**src/rtl/bus_slave_regbank.sv**
```systemverilog
// bus_slave_regbank: responder for the two-phase sel/enable bus.
// Decodes a window of DEPTH word addresses starting at BASE_ADDR and backs it
// with a register bank. An optional wait-state count delays the access. The
// transfer finishes with a one-cycle ready pulse; err flags an access outside
// the window.
module bus_slave_regbank #(
  parameter int                ADDR_W      = 16,
  parameter int                DATA_W      = 16,
  parameter logic [ADDR_W-1:0] BASE_ADDR   = 16'h0000,
  parameter int                DEPTH       = 16,
  parameter int                WAIT_STATES = 0
) (
  input  logic              clk,
  input  logic              rst,
  input  logic              slave_sel,
  input  logic              slave_enable,
  input  logic              slave_wr_dir,
  input  logic [ADDR_W-1:0] slave_addr,
  input  logic [DATA_W-1:0] slave_wdata,
  output logic [DATA_W-1:0] slave_rdata,
  output logic              slave_ready,
  output logic              slave_err
);

  localparam logic [7:0]    WS8   = 8'(WAIT_STATES);
  localparam logic [ADDR_W:0] DEPTH_X = (ADDR_W+1)'(DEPTH);

  typedef enum logic [1:0] {S_IDLE, S_SETUP, S_WAIT, S_RESP} state_t;

  state_t              state, nxt;
  logic [7:0]          cnt;
  logic [ADDR_W-1:0]   lat_addr;
  logic                lat_wr;
  logic [DATA_W-1:0]   lat_wdata;
  logic [DATA_W-1:0]   regs [DEPTH];

  logic                capture, load_cnt, dec_cnt, access;
  logic [ADDR_W-1:0]   offset;
  logic                hit;
  logic [DATA_W-1:0]   rd_val;

  // Decode of the latched address; the mux yields zero when nothing matches.
  always_comb begin
    offset = lat_addr - BASE_ADDR;
    hit    = (lat_addr >= BASE_ADDR) && ({1'b0, offset} < DEPTH_X);
    rd_val = '0;
    for (int i = 0; i < DEPTH; i++)
      if (offset == ADDR_W'(i)) rd_val = regs[i];
  end

  // State register.
  always_ff @(posedge clk) begin
    if (!rst) state <= S_IDLE;
    else      state <= nxt;
  end

  // Next-state and per-cycle control strobes.
  always_comb begin
    nxt      = state;
    capture  = 1'b0;
    load_cnt = 1'b0;
    dec_cnt  = 1'b0;
    access   = 1'b0;
    case (state)
      S_IDLE: begin
        // sel&en without a setup phase is not a transfer.
        if (slave_sel && !slave_enable) begin
          capture = 1'b1;
          nxt     = S_SETUP;
        end
      end
      S_SETUP: begin
        if (slave_sel && slave_enable) begin
          if (WS8 == 8'd0) begin
            access = 1'b1;
            nxt    = S_RESP;
          end else begin
            load_cnt = 1'b1;
            nxt      = S_WAIT;
          end
        end else if (slave_sel) begin
          capture = 1'b1;
        end else begin
          nxt = S_IDLE;
        end
      end
      S_WAIT: begin
        if (!(slave_sel && slave_enable)) begin
          nxt = S_IDLE;
        end else if (cnt == 8'd1) begin
          access = 1'b1;
          nxt    = S_RESP;
        end else begin
          dec_cnt = 1'b1;
        end
      end
      S_RESP: begin
        if (slave_sel && !slave_enable) begin
          capture = 1'b1;
          nxt     = S_SETUP;
        end else begin
          nxt = S_IDLE;
        end
      end
      default: nxt = S_IDLE;
    endcase
  end

  // Request latch, wait counter and registered response.
  always_ff @(posedge clk) begin
    if (!rst) begin
      cnt         <= '0;
      lat_addr    <= '0;
      lat_wr      <= 1'b0;
      lat_wdata   <= '0;
      slave_rdata <= '0;
      slave_ready <= 1'b0;
      slave_err   <= 1'b0;
    end else begin
      slave_ready <= access;
      slave_err   <= access && !hit;
      if (capture) begin
        lat_addr  <= slave_addr;
        lat_wr    <= slave_wr_dir;
        lat_wdata <= slave_wdata;
      end
      if (load_cnt)     cnt <= WS8;
      else if (dec_cnt) cnt <= cnt - 8'd1;
      // rd_val is already zero on a miss.
      if (access && !lat_wr) slave_rdata <= rd_val;
    end
  end

  // Register bank write; a miss matches no entry.
  always_ff @(posedge clk) begin
    if (!rst) begin
      for (int i = 0; i < DEPTH; i++) regs[i] <= '0;
    end else if (access && lat_wr && hit) begin
      for (int i = 0; i < DEPTH; i++)
        if (offset == ADDR_W'(i)) regs[i] <= lat_wdata;
    end
  end

endmodule

```
**config.mk**
```make
export PLATFORM = sky130hd
export DESIGN_NAME = bus_slave_regbank
export DESIGN_NICKNAME = d
export VERILOG_FILES = /design/src/rtl/bus_slave_regbank.sv
export SDC_FILE = /design/constraint.sdc
export NUM_CORES = 1
export LEC_CHECK = 0
export ABC_AREA = 0
export BUFFER_PORTS_ARGS = -buffer_cell sky130_fd_sc_hd__buf_4
export CAP_MARGIN = 20
export CORE_MARGIN = 3
export CORE_UTILIZATION = 50
export DETAILED_ROUTE_END_ITERATION = 12
export PLACE_DENSITY = 0.75
export SYNTH_ARGS = -nofsm -noshare
export SYNTH_HDL_FRONTEND = slang
export SYNTH_SLANG_ARGS = --single-unit
```
**constraint.sdc**
```tcl
create_clock -name clk -period 3.5 [get_ports clk]
set_input_delay 0.525 -clock clk [delete_from_list [all_inputs] [get_ports clk]]
set_output_delay 0.525 -clock clk [all_outputs]
set_load 0.05 [all_outputs]
```
After elaboration in Yosys (flattened, before gate mapping)
Memory sizes are Yosys's and may differ from the RTL's.
Cells that the tools add are included.
W data, S select, Z words.
- order comparisons: 2
- equal/unequal tests: 22
- $add $sub $neg: 1
- bitwise logic cells: 16
- reductions and logical operators: 14
- muxes and demuxes: 115
- operators with widths (cell ; number):
    $mux W16 ; 32
    $eq A16 B4 Y1 const B ; 8
    $mux W1 ; 75
    $eq A16 B3 Y1 const B ; 4
    $eq A16 B2 Y1 const B ; 2
    $eq A16 B1 Y1 const B ; 1
    $ge A16 B1 Y1 const B ; 1
    $logic_not A16 Y1 ; 1
    $lt A16 B5 Y1 const B ; 1
    $or A1 B1 Y1 ; 16
    $mux W2 ; 5
    $eq A8 B1 Y1 const B ; 1
    $pmux W2 S4 ; 1
    $sub A8 B1 Y8 const B ; 1
    $logic_and A1 B1 Y1 ; 7
    $ne A3 B3 Y1 const B ; 2
    $eq A2 B2 Y1 const B ; 2
    $pmux W1 S2 ; 2
    $logic_not A1 Y1 ; 3
    $reduce_and A3 Y1 ; 1
    $eq A2 B1 Y1 const B ; 1
    $logic_not A2 Y1 ; 1
    $ne A2 B2 Y1 const B ; 1
    $reduce_or A2 Y1 ; 1
- input port bits: 37
- memories kept: 1
- register bits: 61
- output and inout port bits: 18
- logic and storage cells: 179
- memory bits (writable): 256
- memories (name ; depth ; width ; read ports ; clocked after memory_dff ; wr ports ; RTL line ; source):
    regs ; 16 ; 16 ; 16 ; 0 ; 16 ; 35 ; logic [DATA_W-1:0] regs [DEPTH];

Depth between registers and ports, before layout
Gate-level depths: netlist of the first run.
- word-level depth: 17
- depth in mapped cells: 10
- gate-level depth less buffers: 8

Least setup slack after synthesis of the first run
OpenSTA, ideal clock, no wires.
- path type: register to register
- start point: register lat_addr[12]
- end point: memory regs[14][4] (netlist: regs[1][100]) (enable)
- stages on the path, launching flop included: 6
- library setup time: 0.411 ns
- clock period less this slack: 3.254 ns
- data arrival time: 2.842 ns
- setup slack: 0.246 ns
- data required time: 3.089 ns
- cells stage by stage: dfxtp_1 -> or4_1 -> buf_4 -> or4_1 -> clkbuf_1 -> o21ai_0
- RTL lines (what ; RTL line ; source):
    start, declared ; 32 ; logic [ADDR_W-1:0] lat_addr;
    start signal, assigned ; 123 ; lat_addr <= slave_addr;
    end, declared ; 35 ;

==> results of run 1 <==
## worst reg2reg max path, cell delays in order, from the launching register on
cell,delay [ns]
dfxtp_1,0.40
inv_1,0.11
ha_1,0.33
and3_1,0.22
nand3_1,0.22
nor3_1,0.56
nand2_1,0.15
nand2_1,0.35
buf_4,0.27
## worst max-delay path by stage
stage / start / slack (ns) / end
3_3_place_gp: lat_addr[12] / 0.69 / slave_rdata[5]
2_1_floorplan: lat_addr[12] / 0.25 / regs[1][100]
5_1_grt: state[1] / 0.45 / regs[0][93]
4_1_cts: state[1] / 0.64 / regs[0][83]
3_5_place_dp: state[1] / 0.66 / regs[0][83]
6_report: state[1] / 0.60 / regs[0][92]
## metal layers
metal	wire length (µm)	GRT usage	share of wire	up-vias
li1	-	-	-	4473
met4	1660	0.0997	0.046	0
met3	3480	0.0472	0.096	115
met1	13800	0.313	0.38	4798
met2	17500	0.392	0.48	513
met5	0	0	0	-
## stage by stage
step / area [µm²] / util / setup slack [ns]
finish: 15900 / 0.587 / 0.605
global route: 15900 / 0.587 / 0.450
CTS: 15900 / 0.586 / 0.644
detailed placement: 14800 / 0.546 / 0.662
global placement: 14800 / 0.546 / 0.694
floorplan: 13900 / - / 0.246
## power by group
group	switching [mW]	total (mW)	leakage (nW)	internal [mW]
clock	1.40	3.50	0.541	2.10
sequential	0.0822	4.30	3.14	4.22
combinational	0.490	0.738	1.88	0.248
total	1.97	8.54	5.55	6.57
## state kept, by name, summed over array words and instances (netlist names)
name and cells:
cnt 8, lat_addr 16, lat_wdata 16, lat_wr 1
regs 256, slave_err 1, slave_rdata 16, slave_ready 1
state 2
## kinds of logic after synthesis
kind of cell / after synthesis
simple gates: 472
buf+inv: 121
mux: 69
flops: 317
fa+ha+maj: 8
xor+xnor: 6
compound gates: 218
## synth_stat cells, types with 4 or more instances
library cell / instances / area [µm²]
nor2_1: 205 / 769
nor2b_1: 9 / 56.3
nand4_1: 4 / 25.0
xor2_1: 5 / 43.8
a31oi_1: 9 / 56.3
clkbuf_1: 64 / 240
nor4_2: 4 / 50.1
nor4_1: 9 / 56.3
buf_1: 10 / 37.5
nand2b_1: 13 / 81.3
buf_2: 15 / 75.1
nand3_1: 27 / 135
edfxtp_1: 256 / 7690
a211o_1: 4 / 35.0
mux2_2: 12 / 135
dfxtp_1: 61 / 1220
o21ai_0: 44 / 220
a21oi_1: 75 / 375
o22ai_1: 11 / 68.8
nand2_1: 150 / 563
ha_1: 8 / 100
mux4_2: 12 / 270
a211oi_1: 10 / 75.1
a221o_1: 5 / 50.1
o221ai_1: 9 / 78.8
inv_1: 25 / 93.8
a22oi_1: 6 / 45.0
o211ai_1: 11 / 82.6
or3_1: 5 / 31.3
o31ai_1: 4 / 30.0
or4_1: 7 / 52.6
o21a_1: 6 / 45.0
mux2i_1: 45 / 450
nor3_1: 22 / 110
## cell type report
class | instances | area share
repair buffers | 106 | 0.0529
clock buffers | 40 | 0.0542
multi-input cells | 773 | 0.283
inverters | 27 | 0.00637
well taps | 372 | 0.0293
flip-flops and latches | 317 | 0.560
clock inverters | 18 | 0.0140
==> results.toml, run 1 <==
[power]
vdd_drop_max_mv = 0.411
power_mw = 8.54
power_density_nw_per_um2 = 537
p_leak_nw = 5.55

[grt]
overflow = 0
grt_pass1_vias = 9677
grt_max_degree = 55
antenna_found_initial = 0
grtUsageTotal = 0.238
grt_pass1_wl_um = 55800

[final_layout]
multi_input_area_um2 = 4500
mostFrequentLayoutCells = "edfxtp_1, nor2_1, nand2_1"
areaGrowthSynthToFinish_pct = 14.5
instances_no_fill = 1653
n_antenna_cell = 0
drive_gt1_frac = 0.158
nNetsFinal = 1301
layout_commonest_cell = "edfxtp_1"
final-seq-area_um2 = 8920
fillCellCount = 2163

[drt]
vias = 9899
drt_iter0_drc = 1086
viasPerCell = 5.99
routedWlPerCell_um = 22.0
drt_pass1_iterations = 7
drc = 0
antenna_left = 0
routed_wirelength_um = 36400

[worst_setup_path]
cp-start-kind = "flip-flop"
required_ns = 3.76
r2r_slack_ns = 0.60
crit_buf_inv = 2
crit_top_cell = "nand2_1"
criticalPathCategory = "flip-flop to flip-flop"
cp.arrival_ns = 3.15
cp_cell_sequence = "inv_1 -> ha_1 -> and3_1 -> nand3_1 -> nor3_1 -> nand2_1 -> nand2_1 -> buf_4"
r2r-start = "state[1]"
r2r_cells = 8
path_max_fanout = 9
path_depth = 8
path_delay_family = "simple AND/OR/NAND/NOR gates"
r2r-end = "regs[0][92]"
crit_slowest_cell = "nor3_1"
max_stage_delay_ns = 0.56
crit_path_end_kind = "flip-flop"

[placed_design]
dpl.hpwl_um = 24600
dp.cells = 1594
place.port_buffers = 54
gp_congestion = 0.869

[sta]
fin_setup_tns_ns = 0
max_slew_margin = 0.291
fmax_mhz = 345
period_share = 0.827
clock_skew_ns = 0.0197
rsz0062_at_grt = "false"
post-route-min-period_ns = 2.90
slew_viol_final = 0
fin_hold_ws_ns = 0.211
setup_viol = 0
hold_violations = 0
worstMarginPinSlew_ns = 1.06

[synthesis]
yosysUniqueCellTypes = 65
netlist_area_um2 = 13900
synthArstFlopShare = 0
synthMuxAreaShare = 0.0616
synth_compound_area_frac = 0.0990
synth_xor_area_frac = 0.00378
synthSimpleGateAreaFrac = 0.151
synth_area_per_cell_um2 = 11.5
synth_edf_count = 256
synth_top_family_by_area = "simple AND/OR/NAND/NOR gates"
synthesis.nets = 1256
yosys_warnings = 0
yosysSeqAreaShare = 0.641
synth_ff_type = "edfxtp_1"
synth_fa_ha_area_frac = 0.00721
ys_seq_elements = 317
netlist_instances = 1211

[cts]
numCtsBuffers = 31
cts_tree = "yes"
post_cts_resize_count = 0
clkSlewWorstSetupHoldPaths_ns = 0.06
cts_hold_buf = 0
cts_max_level = 1
numClockSinks = 317
cts_buffer_depth = 3
cts_setup_buffers = 0
clock-root-buffer = "clkbuf_16"
clk-insertion-delay-late_ns = 0.57

[min_path]
hp-start = "slave_wdata[13]"
hold_depth = 3
min_path_type = "input port to flip-flop"
holdPathEnd = "lat_wdata[13]"

[floorplan]
die_h_um = 173
die-width_um = 173
core_area_um2 = 27100
pin_count = 55
initial_core_util = 0.512
rows = 60
die_area_um2 = 29800

[run_status]
status = "completed"

[run]
maxCapViolations = 0
(Power assumes the default switching activity.)
==> run 2, diff against run 1 <==
- ABC_AREA: 0 -> 1
- clock period: 3.5 -> 2.45 ns (I/O delays scaled with it)
==> run 2 against run 1 <==
Area after synthesis down 3.2%. Clock-buffer cell count up 7. Largest power group unchanged. Via count is 1.2% lower. Global-route usage fell by 2.0 points. First-iteration DRC count is 13% lower. Fmax rose by 27%.
==> results.toml, run 2 <==
[cts]
clk-insertion-delay-late_ns = 0.57
cts_buffer_depth = 3
clock-root-buffer = "clkbuf_16"
cts_tree = "yes"
clkSlewWorstSetupHoldPaths_ns = 0.06
cts_max_level = 1
numClockSinks = 317
cts_hold_buf = 0
numCtsBuffers = 31

[power]
vdd_drop_max_mv = 0.724
p_leak_nw = 6.03
power_density_nw_per_um2 = 892

[sta]
fmax_mhz = 437
max_slew_margin = 0.415
fin_setup_tns_ns = 0
setup_viol = 0
fin_hold_ws_ns = 0.0457
rsz0062_at_grt = "true"
period_share = 0.934
clock_skew_ns = 0.0164
hold_violations = 0
slew_viol_final = 0
worstMarginPinSlew_ns = 0.876
post-route-min-period_ns = 2.29

[final_layout]
top_register = "regs"
final-seq-area_um2 = 8910
largest_reg_flops = 256
fillCellCount = 2070
layout_commonest_cell = "nor2_1"
drive_gt1_frac = 0.166
mostFrequentLayoutCells = "nor2_1, edfxtp_1, nand2_1"
n_antenna_cell = 0
areaGrowthSynthToFinish_pct = 18.4
nNetsFinal = 1458
multi_input_area_um2 = 3890

[floorplan]
die_area_um2 = 28900
rows = 59
die-width_um = 170
initial_core_util = 0.512
core_area_um2 = 26300
pin_count = 55
die_h_um = 170

[worst_setup_path]
crit_top_cell = "nand4_1"
cp.arrival_ns = 2.70
cp-start-kind = "flip-flop"
required_ns = 2.86
cp_cell_sequence = "nor2_1 -> nand2_2 -> nor2_2 -> buf_4 -> buf_4 -> nand3_1 -> nand4_1 -> nor2_1 -> nand4_1 -> nor2_2 -> nand4_1 -> nor2_1 -> nand4_1 -> nand2_1 -> a21oi_1"
crit_slowest_cell = "dfxtp_1"
max_stage_delay_ns = 0.33
criticalPathCategory = "flip-flop to flip-flop"
path_max_fanout = 8
crit_path_end_kind = "flip-flop"

[drt]
antenna_left = 0
drc = 0
vias = 9783
drt_iter0_drc = 942
drt_pass1_iterations = 6
routed_wirelength_um = 31500
viasPerCell = 5.52
routedWlPerCell_um = 17.7

[synthesis]
synth_area_leader_cell = "edfxtp_1"
synthesis.nets = 1361
yosysMostFrequentCell = "nor2_1"
synthArstFlopShare = 0
synth_area_per_cell_um2 = 10.2
synthTopCellsByCount = "nor2_1, edfxtp_1, nand2_1, nand3_1, inv_1"
yosysUniqueCellTypes = 29
yosysSeqAreaShare = 0.663
netlist_area_um2 = 13400
synth_area_leaders = "edfxtp_1, nor2_1, dfxtp_1, nand2_1, nand3_1"
yosys_warnings = 0
netlist.area_leader.share = 0.572
ys_seq_elements = 317
synth_ff_type = "edfxtp_1"
netlist_instances = 1316
synth_edf_count = 256

[grt]
overflow = 0
antenna_found_initial = 0
grt_pass1_wl_um = 50000
grt_max_degree = 59
grt_pass1_vias = 9533
grtUsageTotal = 0.219

[placed_design]
place.port_buffers = 54
gp_congestion = 0.861
dpl.hpwl_um = 21500

[min_path]
min_path_type = "input port to flip-flop"

[run_status]
status = "completed"

[run]
maxCapViolations = 0
run 2: metal layers:
metal / track usage / vias to the layer above / wire length, µm / share of wire
met5: 0 / - / 0 / 0
met4: 0.0804 / 0 / 1160 / 0.037
met3: 0.0420 / 85 / 2770 / 0.088
met2: 0.363 / 442 / 15300 / 0.49
met1: 0.290 / 4613 / 12200 / 0.39
li1: - / 4643 / - / -
run 2: cell type report:
type                            instances  share of cell area
Sequential cell                       317               0.560
Timing Repair Buffer                  139              0.0825
Inverter                               96              0.0226
Tap cell                              335              0.0263
Clock inverter                         11             0.00613
Clock buffer                           47              0.0587
Multi-Input combinational cell        828               0.244
run 2: logic make-up after synthesis:
kind of cell	Yosys count	synth area share
simple gates	747	0.252
flops	317	0.663
buf+inv	171	0.0502
compound gates	73	0.0278
fa+ha+maj	8	0.00744
run 2: timing repair:
action | 4_1_cts | 5_1_grt
setup buffers | 0 | 4
resized for setup | 0 | 11
endpoints found under the setup margin | 0 | 78
run 2: path summary, 6_finish.rpt:
| check | startpoint | endpoint | slack, ns | cells past startpoint |
|---|---|---|---|---|
| max | lat_addr[4] | slave_rdata[3] | 0.16 | 15 |
| min | slave_addr[15] | lat_addr[15] | 0.05 | 3 |
| max reg2reg | lat_addr[4] | slave_rdata[3] | 0.16 | 15 |
| min reg2reg | slave_rdata[11] | slave_rdata[11] | 0.46 | 2 |
run 2: power by group:
part           leakage [nW]  switching (mW)  internal (mW)
clock network         0.518            1.98           2.74
logic                  2.37            2.09          0.932
registers              3.14           0.177           6.28
run 2: per-stage QoR:
stage / power (mW) / cells / setup WS, ns / instance area, µm² / utilization
floorplan: 8.40 / 1316 / -0.00206 / 13400 / -
global placement: 9.43 / 1711 / 0.111 / 14800 / 0.563
detailed placement: 9.51 / 1711 / 0.0863 / 14800 / 0.563
CTS: 14.2 / 1769 / 0.0611 / 15800 / 0.603
global route: 14.8 / 1773 / -0.0139 / 15900 / 0.606
finish: 14.2 / 1773 / 0.162 / 15900 / 0.606
run 2: worst max-delay path: cells and delay by family, from the launching register on:
family	cells	cell delay (ns)
simple gates	12	1.40
buf+inv	2	0.34
flops	1	0.33
compound gates	1	0.06
